## config.mk

```make
export PLATFORM = sky130hd
export DESIGN_NAME = line_sum_ctrl
export DESIGN_NICKNAME = d
export VERILOG_FILES = /design/src/rtl/line_sum_ctrl.sv
export SDC_FILE = /design/constraint.sdc
export NUM_CORES = 1
export LEC_CHECK = 0
export ABC_CLOCK_PERIOD_IN_PS = 6400
export CELL_PAD_IN_SITES_DETAIL_PLACEMENT = 1
export CELL_PAD_IN_SITES_GLOBAL_PLACEMENT = 1
export CORE_MARGIN = 3
export CORE_UTILIZATION = 35
export CTS_CLUSTER_DIAMETER = 30
export DETAILED_ROUTE_END_ITERATION = 7
export HOLD_SLACK_MARGIN = 0.08
export PLACE_DENSITY_LB_ADDON = 0.1
export SETUP_SLACK_MARGIN = 0.15
export SLEW_MARGIN = 10
export SYNTH_ARGS = -nofsm -noshare
export SYNTH_HDL_FRONTEND = slang
export SYNTH_SLANG_ARGS = --single-unit
```

## constraint.sdc

```tcl
create_clock -name sys_clk -period 6.4 [get_ports sys_clk]
set_clock_uncertainty 0.05 [all_clocks]
set_input_delay 1.28 -clock sys_clk [delete_from_list [all_inputs] [get_ports sys_clk]]
set_output_delay 1.28 -clock sys_clk [all_outputs]
set_load 0.02 [all_outputs]
```

## src/rtl/line_sum_ctrl.sv

```systemverilog
// line_sum_ctrl: sliding-window column summer over a row-major streamed matrix
module line_sum_ctrl #(
    parameter int DATA_W = 8,
    parameter int COLS   = 5,
    parameter int ROWS   = 6,
    parameter int WIN    = 3,
    parameter int SUM_W  = 10
) (
    input  logic              sys_clk,
    input  logic              sys_rst,
    input  logic [DATA_W-1:0] in_data,
    input  logic              in_valid,
    output logic              in_ready,
    output logic [SUM_W-1:0]  out_data,
    output logic              out_valid,
    input  logic              out_ready,
    output logic              out_last,
    output logic              frame_done
);
    localparam int CW = $clog2(COLS);
    localparam int RW = $clog2(ROWS);

    typedef enum logic [1:0] {FILL, RUN, DONE} state_t;

    state_t            state;
    logic [CW-1:0]     col_cnt;
    logic [RW-1:0]     row_cnt;
    logic [DATA_W-1:0] hist [WIN-1][COLS];
    logic [SUM_W-1:0]  sum;
    logic              acc, last_col, last_row;

    assign in_ready = !sys_rst && (state == FILL || (state == RUN && (!out_valid || out_ready)));
    assign acc      = in_valid && in_ready;
    assign last_col = col_cnt == CW'(COLS - 1);
    assign last_row = row_cnt == RW'(ROWS - 1);

    // column sum of the incoming sample and the pre-shift history
    always_comb begin
        sum = SUM_W'(in_data);
        for (int k = 0; k < WIN - 1; k++) sum = sum + SUM_W'(hist[k][col_cnt]);
    end

    // line history shift; never cleared since FILL overwrites every entry before use
    always_ff @(posedge sys_clk)
        if (acc) begin
            hist[0][col_cnt] <= in_data;
            for (int k = 1; k < WIN - 1; k++) hist[k][col_cnt] <= hist[k-1][col_cnt];
        end

    // frame FSM, position counters and output register
    always_ff @(posedge sys_clk)
        if (sys_rst) begin
            state      <= FILL;
            col_cnt    <= '0;
            row_cnt    <= '0;
            out_data   <= '0;
            out_valid  <= 1'b0;
            out_last   <= 1'b0;
            frame_done <= 1'b0;
        end else begin
            frame_done <= 1'b0;
            if (out_valid && out_ready) out_valid <= 1'b0;
            if (state == DONE) begin
                state   <= FILL;
                col_cnt <= '0;
                row_cnt <= '0;
            end else if (acc) begin
                col_cnt <= last_col ? '0 : col_cnt + 1'b1;
                if (last_col) row_cnt <= last_row ? '0 : row_cnt + 1'b1;
                if (state == RUN) begin
                    out_data  <= sum;
                    out_valid <= 1'b1;
                    out_last  <= last_col && last_row;
                end
                if (state == FILL && last_col && row_cnt == RW'(WIN - 2)) state <= RUN;
                if (state == RUN && last_col && last_row) begin
                    state      <= DONE;
                    frame_done <= 1'b1;
                end
            end
        end
endmodule

```

---- Yosys cells after proc, flatten, opt, wreduce, memory -nomap -nowiden ----
Memories as Yosys holds them, arrays and structs flattened.
Cells that the tools add are included.
storage, ports and cells
  memories kept ........................... 1
  memory bits (writable) .................. 80
  output and inout port bits .............. 14
  register bits ........................... 21
  bits of input ports ..................... 12
memory list
  memory  depth  width  rd ports  clocked after memory_dff  write ports  line  RTL
  hist    2      40     2         0                         2            28    logic [DATA_W-1:0] hist [WIN-1][COLS];
cells by class
  reduce and logical (&&, ||, !) cells .... 21
  order comparisons ....................... 2
  add/subtract/negate cells ............... 4
  eq/ne operators ......................... 5
  multiplexer cells ....................... 19
  bitwise operators ....................... 3
operators with widths
  operator                                                                       count
  8-bit binary-select mux with 3-bit select                                      2
  40-bit two-way mux                                                             1
  8-bit two-way mux                                                              5
  8-bit demux with 3-bit select                                                  1
  9-bit by 8-bit adder with 10-bit output                                        1
  1-bit logical AND                                                              10
  8-bit by 8-bit adder with 9-bit output                                         1
  3-bit by 1-bit adder with 3-bit output (second input constant)                 2
  3-bit equality test (second input constant)                                    2
  1-bit two-way mux                                                              6
  3-bit two-way mux                                                              2
  4-bit greater-or-equal comparator (second input constant)                      1
  4-bit by 1-bit less-than comparator with 1-bit output (second input constant)  1
  2-bit two-way mux                                                              2
  3-bit inverter with 4-bit output                                               1
  2-bit AND reduction                                                            2
  3-bit by 1-bit equality test with 1-bit output (second input constant)         1
  3-bit AND reduction                                                            1
  3-bit OR reduction                                                             1
  2-bit by 1-bit equality test with 1-bit output (second input constant)         1
  2-bit equality test (second input constant)                                    1
  1-bit zero test                                                                2
  2-bit zero test                                                                1
  1-bit logical OR                                                               2
  other kinds (3)                                                                4

---- Longest topological paths before layout ----
Gate-level depths: netlist of run 1.
  depth after elaboration ................. 8
  mapped depth ............................ 16
  mapped depth without buffers ............ 15

---- Worst setup path before layout of run 1 ----
Ideal clock, no wire load.
  path kind ............................... input-to-reg
  start point ............................. in sys_rst
  end point ............................... mem hist[0][0] in the netlist's numbering (enable)
  data required time ...................... 5.920 ns
  arrival ................................. 3.360 ns
  cell stages on the path ................. 4
  setup slack ............................. 2.559 ns
  path through ............................ nor2_2 > nand3_1 > buf_2 > nor4_1
RTL lines
  element          line  RTL
  start, declared  10    input logic sys_rst,
  end, declared    28

---- Worst setup path in the final report of run 1 ----
  start point ............................. in sys_rst
  end point ............................... out in_ready
on the way
  longest elaborated chain between the ends .. 2
ends and longest elaborated chain
  element            line  RTL
  1-bit zero test    32    assign in_ready = !sys_rst && (state == FILL || (state == RUN && (!out_valid || out_ready)));
  1-bit logical AND  32
  end, declared      13    output logic in_ready,
No other way between the ends.

==> metrics.csv, run 1 <==
metric,value,unit
status,"complete, no violations",
pin_count,26,
worstSetupStartpointType,input pin,
syn-num-nets,341,
cp-startpoint,sys_rst,
worst-path-buf-inv,2,
synth_fa_ha_area_share,6.66,%
crit_family,buffers and inverters,
finalHoldViolCount,0,
die_w,118,um
grt.overflow.total,0,
synth_top_area_cell,edfxtp_1,
hold_path.class,flop to flop,
slowest_delay,0.71,ns
ys.flop_type,edfxtp_1,
syn_inst,311,
synth-edff-count,80,
fmaxAchievable,229,MHz
end_kind,output port,
synth_seq_area_share,64.2,%
grt_first_pass_wirelength,15600,um
cts_setup_buffers,0,
ys_warn_count,0,
synth_common_cells,"edfxtp_1, nor2_1, a21oi_1, dfxtp_1, mux2i_1",
cts_root_buffer,clkbuf_16,
drc_errors,0,
clk_pin_slew_worst_paths,0.06,ns
grt_max_degree,22,
vias_per_cell,4.98,
power_density,284,nW/um2
path_cells,"clkdlybuf4s50_1, nor2_2, and2_1, clkdlybuf4s50_1",
final_core_util,42.3,%
min_from,out_data[5]$_SDFFE_PP0P_,
diodes,0,
timing.rr.start,col_cnt[2]$_SDFFE_PP0P_,
first_pass_iters,4,
crit_top_cell,clkdlybuf4s50_1,
cts_tree,yes,
worstMarginPinSlew,0.781,ns
drv_slew,0,
yosys.area_share.xor_xnor,0.997,%
critical_path_class,input pin to output port,
dieArea,13900,um2
die_h,118,um
clkSinkCount,101,
power,1.46,mW
p_leak,1.66,nW
syn_area_per_cell,14.1,um2
first_iter_violations,121,
clock_latency,0.35,ns
place_inst,498,
synth.distinct_cells,46,
cts_hold_buf,0,
core-area,12200,um2
ys_async_sr_fraction,0,%
netlist.area_leader.share,54.7,%
vias,2561,
yosys-mux-area-fraction,7.63,%
report.final.setup_viol,0,
ir_drop,176,uV
row_count,40,
max_slew_margin,47.8,%
synth_compound_area_share,9.34,%
maxCapViolations,0,
ant_nets,0,
nNetsFinal,371,
clockBufferDepth,2,
cts_resized,0,
drive_gt1_share,12.4,%
gp_congestion,0.718,
initial_utilization,36.1,%
routed_wl,9670,um
port_buffers,25,
synth_top_family_by_area,compound AO/OA/AOI/OAI gates,
yosys.cell_count.top_type,edfxtp_1,
grt_setup_unrepaired,no,
cp.required,5.07,ns
synthesis.area,4390,um2
arrival,3.03,ns
dpl.hpwl,6660,um
fin_crit_sh,68.2,%
wl_per_cell,18.8,um
synthTopCellsByArea,"edfxtp_1, dfxtp_1, mux2i_1",
grt_util_all_layers,14.7,%
antenna_found_initial,0,
grt_pass1_vias,2758,
fin_cells,514,
slowest_stage,clkdlybuf4s50_1,
syn_to_final_growth,17.2,%
period_needed,4.36,ns
critPathMaxFanout,14,
tns,0,ns
numCtsBuffers,9,
htreeDepth,3,
synth_simple_gate_area_share,8.29,%
synth_seq_cells,101,
-- tightest hold or removal path: stages (launching register included) --
cell	delay (ns)
dfxtp_1	0.31
nand2_1	0.05
a21oi_1	0.05
-- state kept, by name, indices dropped and copies added (netlist names) --
name / cells
out_last: 1
out_valid: 1
hist: 80
row_cnt: 3
frame_done: 1
col_cnt: 3
out_data: 10
state: 2
-- layout make-up --
type,count,area (um2)
clock inverters,3,46.3
multi-input cells,184,1480
clock buffers,13,240
well taps,168,210
repair buffers,32,303
flip-flops and latches,101,2820
fillers,1247,7010
inverters,13,48.8
-- power breakdown --
| group | total (mW) | switching (mW) | internal [mW] |
|---|---|---|---|
| clock | 0.536 | 0.231 | 0.305 |
| combinational | 0.196 | 0.112 | 0.0840 |
| sequential | 0.729 | 0.00664 | 0.723 |
-- placed cells by master, fill, tap and decap left out, drive strengths merged, types with 5 or more instances in the layout --
master         count
fa                 9
nor2              32
a211oi             5
a21oi             27
mux4               5
o22ai              8
clkdlybuf4s50     25
o21ai              7
mux2i             20
dfxtp             21
inv               13
nand2             15
ha                 9
nor4               5
buf                7
clkbuf            13
edfxtp            80
-- per-layer routing --
layer | up-vias | wire length (um) | global-route usage (%)
met5 | - | 0 | 0
met4 | 0 | 204 | 6.96
met3 | 12 | 236 | 2.69
met2 | 29 | 4520 | 23.6
met1 | 1302 | 4710 | 19.3
li1 | 1218 | - | -
-- final timing paths --
path | slack (ns) | endpoint | cells past startpoint
max reg2reg | 2.08 | out_data[9]$_SDFFE_PP0P_ | 13
max | 2.04 | in_ready | 4
min | 0.41 | out_data[5]$_SDFFE_PP0P_ | 2
min reg2reg | 0.41 | out_data[5]$_SDFFE_PP0P_ | 2
-- through the flow --
| step | area [um2] | worst slack [ns] | hold WS [ns] |
|---|---|---|---|
| 2_1_floorplan | 4390 | 2.56 | 0.431 |
| 3_3_place_gp | 4860 | 1.99 | 0.395 |
| 3_5_place_dp | 4860 | 1.97 | 0.398 |
| 4_1_cts | 5150 | 1.99 | 0.416 |
| 5_1_grt | 5150 | 1.64 | 0.437 |
| 6_report | 5150 | 2.04 | 0.410 |
-- kinds of logic (layout without fill, tap and decap cells) --
logic type,after synthesis,after routing
AO/OA/AOI/OAI,64,64
XOR/XNOR,5,5
adder cells (fa/ha/maj),18,18
buffers and inverters,26,61
flip-flops,101,101
multiplexers,27,27
AND/OR/NAND/NOR,70,70
(Power assumes the default switching activity.)
==> run 2: changes to the inputs <==
- ABC_CLOCK_PERIOD_IN_PS: 6400 -> 4500
- clock period: 6.4 -> 4.5 ns (I/O delays scaled with it)
==> metrics.csv, run 2 (synthesis results as in run 1) <==
metric,value,unit,change
crit_family,compound AO/OA/AOI/OAI gates,,was buffers and inverters
first_pass_iters,4,,unchanged
port_buffers,25,,unchanged
vias,2594,,"was 2,561"
clk_pin_slew_worst_paths,0.07,ns,was 0.06 ns
final_common_cell,edfxtp_1,,unchanged
report.final.setup_viol,0,,unchanged
p_leak,1.72,nW,was 1.66 nW
top_register,hist,,unchanged
grt_util_all_layers,15.4,%,was 14.7%
critical_path_class,flop to flop,,was input pin to output port
arrival,3.84,ns,was 3.03 ns
core-area,12200,um2,unchanged
cts_hold_buf,0,,unchanged
fmaxAchievable,273,MHz,
clockBufferDepth,2,,unchanged
p_comb_share,13.3,%,was 13.4%
holdWs,0.408,ns,was 0.410 ns
die_w,118,um,unchanged
row_count,40,,unchanged
gp_congestion,0.717,,was 0.718
power_density,411,nW/um2,was 284 nW/um2
grt_max_degree,22,,unchanged
cts_setup_buffers,0,,unchanged
path_cells,"buf_4, mux2i_1, nor2_1, a21oi_1, o22ai_1, fa_1, ha_1, nor2b_4, o31ai_1, a21oi_2, a211oi_1, a2111oi_2",,"was clkdlybuf4s50_1, nor2_2, and2_1, clkdlybuf4s50_1"
drc_errors,0,,unchanged
reg_top3,"hist: 80 flops, out_data: 10 flops",,unchanged
grt.overflow.total,0,,unchanged
end_kind,flop,,was output port
maxCapViolations,0,,unchanged
diodes,0,,unchanged
internal-power,1.64,mW,was 1.11 mW
die_h,118,um,unchanged
max_slew_margin,44.4,%,was 47.8%
htreeDepth,3,,unchanged
p_sw_share,24.1,%,was 24.0%
final_design_area_no_fill,5250,um2,was 5150 um2
slowest_stage,dfxtp_2,,was clkdlybuf4s50_1
hold_path.class,flop to flop,,unchanged
initial_utilization,36.1,%,unchanged
cts_tree,yes,,unchanged
ant_nets,0,,unchanged
grt_first_pass_wirelength,16200,um,"was 15,600 um"
dpl.hpwl,6930,um,was 6660 um
worstMarginPinSlew,0.827,ns,was 0.781 ns
vias_per_cell,4.96,,was 4.98
finalHoldViolCount,0,,unchanged
critPathMaxFanout,21,,was 14
power.switching,0.518,mW,was 0.350 mW
worst-path-buf-inv,1,,was 2
pin_count,26,,unchanged
cts_root_buffer,clkbuf_16,,unchanged
clkSinkCount,101,,unchanged
syn_to_final_growth,19.4,%,was 17.2%
final_cell_mix,"edfxtp_1, nor2_1, a21oi_1",,unchanged
drive_gt1_share,15.2,%,was 12.4%
largest_reg_flops,80,,unchanged
status,"complete, no violations",,unchanged
routed_wl,10000,um,was 9670 um
drv_slew,0,,unchanged
cts_resized,0,,unchanged
antenna_found_initial,0,,unchanged
p_clk_share,38.6,%,was 36.7%
tns,0,ns,unchanged
clock_latency,0.36,ns,was 0.35 ns
cp.required,4.67,ns,was 5.07 ns
nNetsFinal,380,,was 371
dieArea,13900,um2,unchanged
ir_drop,223,uV,was 176 uV
fin_crit_sh,81.5,%,
seq_power_share,48.2,%,was 49.9%
final_core_util,43.1,%,was 42.3%
numCtsBuffers,9,,unchanged
worstSetupStartpointType,flop,,was input pin
grt_setup_unrepaired,no,,unchanged
wl_per_cell,19.1,um,was 18.8 um
slowest_delay,0.73,ns,was 0.71 ns
power,2.15,mW,was 1.46 mW
first_iter_violations,139,,was 121
grt_pass1_vias,2808,,"was 2,758"
dpl-instance-area,4930,um2,was 4860 um2
period_needed,3.67,ns,
-- run 2: cell types whose count changed in the layout (fill, tap and decap cells not counted), sizes merged --
cell	before	now
buf	7	16
clkbuf	13	9
clkinv	1	3
bufinv	1	2
inv	13	14
-- run 2: tightest hold or removal path: stages (launching register included) --
cell	delay, ns
dfxtp_1	0.31
nand2_1	0.05
a21oi_1	0.05
-- run 2: final timing paths --
| path | start | end | slack [ns] | cells after the start |
|---|---|---|---|---|
| max | col_cnt[1]$_SDFFE_PP0P_ | out_data[9]$_SDFFE_PP0P_ | 0.83 | 12 |
| min | out_data[4]$_SDFFE_PP0P_ | out_data[4]$_SDFFE_PP0P_ | 0.41 | 2 |
| min reg2reg | out_data[4]$_SDFFE_PP0P_ | out_data[4]$_SDFFE_PP0P_ | 0.41 | 2 |
| max reg2reg | col_cnt[1]$_SDFFE_PP0P_ | out_data[9]$_SDFFE_PP0P_ | 0.83 | 12 |
-- run 2: power by group through the flow --
stage	combinational (mW)	sequential, mW	clock (mW)
2_1_floorplan	0.195	1.06	0
3_3_place_gp	0.290	1.06	0
3_5_place_dp	0.292	1.06	0
4_1_cts	0.294	1.04	0.850
5_1_grt	0.322	1.04	0.884
6_report	0.286	1.04	0.831
-- run 2: final cells by class --
cell class,count,area (um2)
clock inverter,7,88.8
tap,168,210
inverter,13,48.8
sequential,101,2820
fill,1257,6920
clock buffer,9,225
timing repair buffer,41,370
multi-input combinational,184,1480
-- run 2: metal layers --
metal  share of wire, %  GRT usage [%]
met1                 47           20.1
met2                 48           25.1
met5                  0              0
met4                2.0           6.81
met3                2.3           2.93
-- run 2: per-stage QoR --
| stage | worst slack, ns | std cells |
|---|---|---|
| after floorplan | 1.04 | 311 |
| after global placement | 0.757 | 507 |
| after detailed placement | 0.676 | 507 |
| after CTS | 0.747 | 523 |
| after global routing | 0.401 | 523 |
| final | 0.832 | 523 |
==> run 3: changes to the inputs <==
- ABC_CLOCK_PERIOD_IN_PS: 4500 -> 3410
- clock period: 4.5 -> 3.41 ns (I/O delays scaled with it)
==> metrics.csv, run 3 (synthesis results as in run 1) <==
metric,value,unit,change
path_cells,"buf_4, mux4_2, a22o_1, fa_1, ha_1, o211ai_1, o21ai_2, a31oi_1, xnor2_1, a211oi_2",,"was buf_4, mux2i_1, nor2_1, a21oi_1, o22ai_1, fa_1, ha_1, nor2b_4, o31ai_1, a21oi_2, a211oi_1, a2111oi_2"
slowest_delay,0.51,ns,was 0.73 ns
pre_cts_ws,-0.0630,ns,was 0.676 ns
ant_nets,0,,unchanged
initial_utilization,36.1,%,unchanged
grt_first_pass_wirelength,16600,um,"was 16,200 um"
max_slew_margin,58.9,%,was 44.4%
drv_slew,0,,unchanged
cts_root_buffer,clkbuf_16,,unchanged
fin_cells,549,,was 523
clockBufferDepth,2,,unchanged
grt.overflow.total,0,,unchanged
vias_per_cell,4.98,,was 4.96
min_path_cells,2,,unchanged
holdWs,0.407,ns,was 0.408 ns
report.final.setup_viol,0,,unchanged
cts_hold_buf,0,,unchanged
final_design_area_no_fill,5560,um2,was 5250 um2
power,3.00,mW,was 2.15 mW
clk_pin_slew_worst_paths,0.07,ns,about the same
cp.required,3.63,ns,was 4.67 ns
reg_top3,"hist: 80 flops, out_data: 10 flops",,unchanged
final.setup.worst_slack,0.338,ns,was 0.832 ns
nNetsFinal,406,,was 380
final_cell_mix,"edfxtp_1, buf_4, nor2_1",,"was edfxtp_1, nor2_1, a21oi_1"
worst-path-buf-inv,1,,unchanged
diodes,0,,unchanged
die_h,118,um,unchanged
critPathMaxFanout,5,,was 21
first_pass_iters,4,,unchanged
maxCapViolations,0,,unchanged
final_common_cell,edfxtp_1,,unchanged
worstSetupStartpointType,flop,,unchanged
finalHoldViolCount,0,,unchanged
regToRegEndpoint,out_data[8]$_SDFFE_PP0P_,,was out_data[9]$_SDFFE_PP0P_
place_inst,528,,was 507
drive_gt1_share,23.6,%,was 15.2%
dieArea,13900,um2,unchanged
top_register,hist,,unchanged
grt_max_degree,18,,was 22
syn_to_final_growth,26.4,%,was 19.4%
critical_path_class,flop to flop,,unchanged
dpl-instance-area,5110,um2,was 4930 um2
cts_tree,yes,,unchanged
row_count,40,,unchanged
worstMarginPinSlew,0.611,ns,was 0.827 ns
crit_family,compound AO/OA/AOI/OAI gates,,unchanged
core-area,12200,um2,unchanged
power_density,539,nW/um2,was 411 nW/um2
dpl.hpwl,7210,um,was 6930 um
grt_pass1_vias,2927,,"was 2,808"
final_core_util,45.7,%,was 43.1%
hold_path.class,flop to flop,,unchanged
wl_per_cell,18.7,um,was 19.1 um
period_needed,3.07,ns,was 3.67 ns
grt_setup_unrepaired,yes,,was no
largest_reg_flops,80,,unchanged
port_buffers,25,,unchanged
die_w,118,um,unchanged
pin_count,26,,unchanged
vias,2735,,"was 2,594"
timing.rr.start,col_cnt[0]$_SDFFE_PP0P_,,was col_cnt[1]$_SDFFE_PP0P_
slowest_stage,mux4_2,,was dfxtp_2
fmaxAchievable,326,MHz,was 273 MHz
cp-startpoint,col_cnt[0]$_SDFFE_PP0P_,,was col_cnt[1]$_SDFFE_PP0P_
tns,0,ns,unchanged
reg2reg_depth,10,,was 12
htreeDepth,3,,unchanged
p_leak,1.89,nW,was 1.72 nW
gp_congestion,0.731,,was 0.717
status,"complete, no violations",,unchanged
grt_util_all_layers,15.7,%,was 15.4%
end_kind,flop,,unchanged
routed_wl,10300,um,"was 10,000 um"
r2r_slack,0.34,ns,was 0.83 ns
antenna_found_initial,0,,unchanged
clkSinkCount,101,,unchanged
drc_errors,0,,unchanged
hold_path_end,out_data[4]$_SDFFE_PP0P_,,unchanged
min_from,out_data[4]$_SDFFE_PP0P_,,unchanged
numCtsBuffers,9,,unchanged
ir_drop,281,uV,was 223 uV
fin_crit_sh,90.1,%,was 81.5%
clock_latency,0.35,ns,was 0.36 ns
arrival,3.30,ns,was 3.84 ns
first_iter_violations,139,,unchanged
==> run 3: cell types whose count changed in the layout (fill, tap and decap cells not counted), moves of 2 or more <==
cell      change
o22ai_1       -2
buf_6         +3
buf_4        +21
o22ai_2       +2
clkinv_1      -2
==> run 3: power breakdown <==
part           internal [mW]  total (mW)  switching (mW)
combinational          0.205       0.435           0.229
clock                  0.742        1.20           0.454
sequential              1.36        1.37         0.00972
==> run 3: routing by layer <==
layer	up-vias	GRT usage, %	part of all wire [%]
li1	1297	-	-
met1	1404	21.1	47
met2	20	25.4	50
met3	14	2.74	1.7
met4	0	6.37	1.9
met5	-	0	0
==> run 3: layout make-up <==
| cell class | instances | area, um2 |
|---|---|---|
| Multi-Input combinational cell | 184 | 1520 |
| Clock buffer | 11 | 243 |
| Tap cell | 168 | 210 |
| Inverter | 13 | 48.8 |
| Fill cell | 1233 | 6610 |
| Sequential cell | 101 | 2830 |
| Clock inverter | 5 | 108 |
| Timing Repair Buffer | 67 | 597 |
==> run 3: what timing repair did <==
item	4_1_cts	5_1_grt
setup endpoints to repair	1	5
setup buffers	0	5
endpoints found under the hold margin	0	0
resized for setup	4	12
pin swaps	0	2
==> run 3: worst max-delay path by stage <==
stage / end / cells past startpoint
3_3_place_gp: out_data[9]$_SDFFE_PP0P_ / 10
5_1_grt: out_data[9]$_SDFFE_PP0P_ / 12
4_1_cts: out_data[9]$_SDFFE_PP0P_ / 10
3_5_place_dp: out_data[9]$_SDFFE_PP0P_ / 10
6_report: out_data[8]$_SDFFE_PP0P_ / 10
2_1_floorplan: hist[0][0]$_DFFE_PP_ / 4
==> run 3: worst min-delay path: cells and delay by family (launching register included) <==
family           cells  cell delay (ns)
AO/OA/AOI/OAI        1             0.05
flip-flops           1             0.31
AND/OR/NAND/NOR      1             0.05
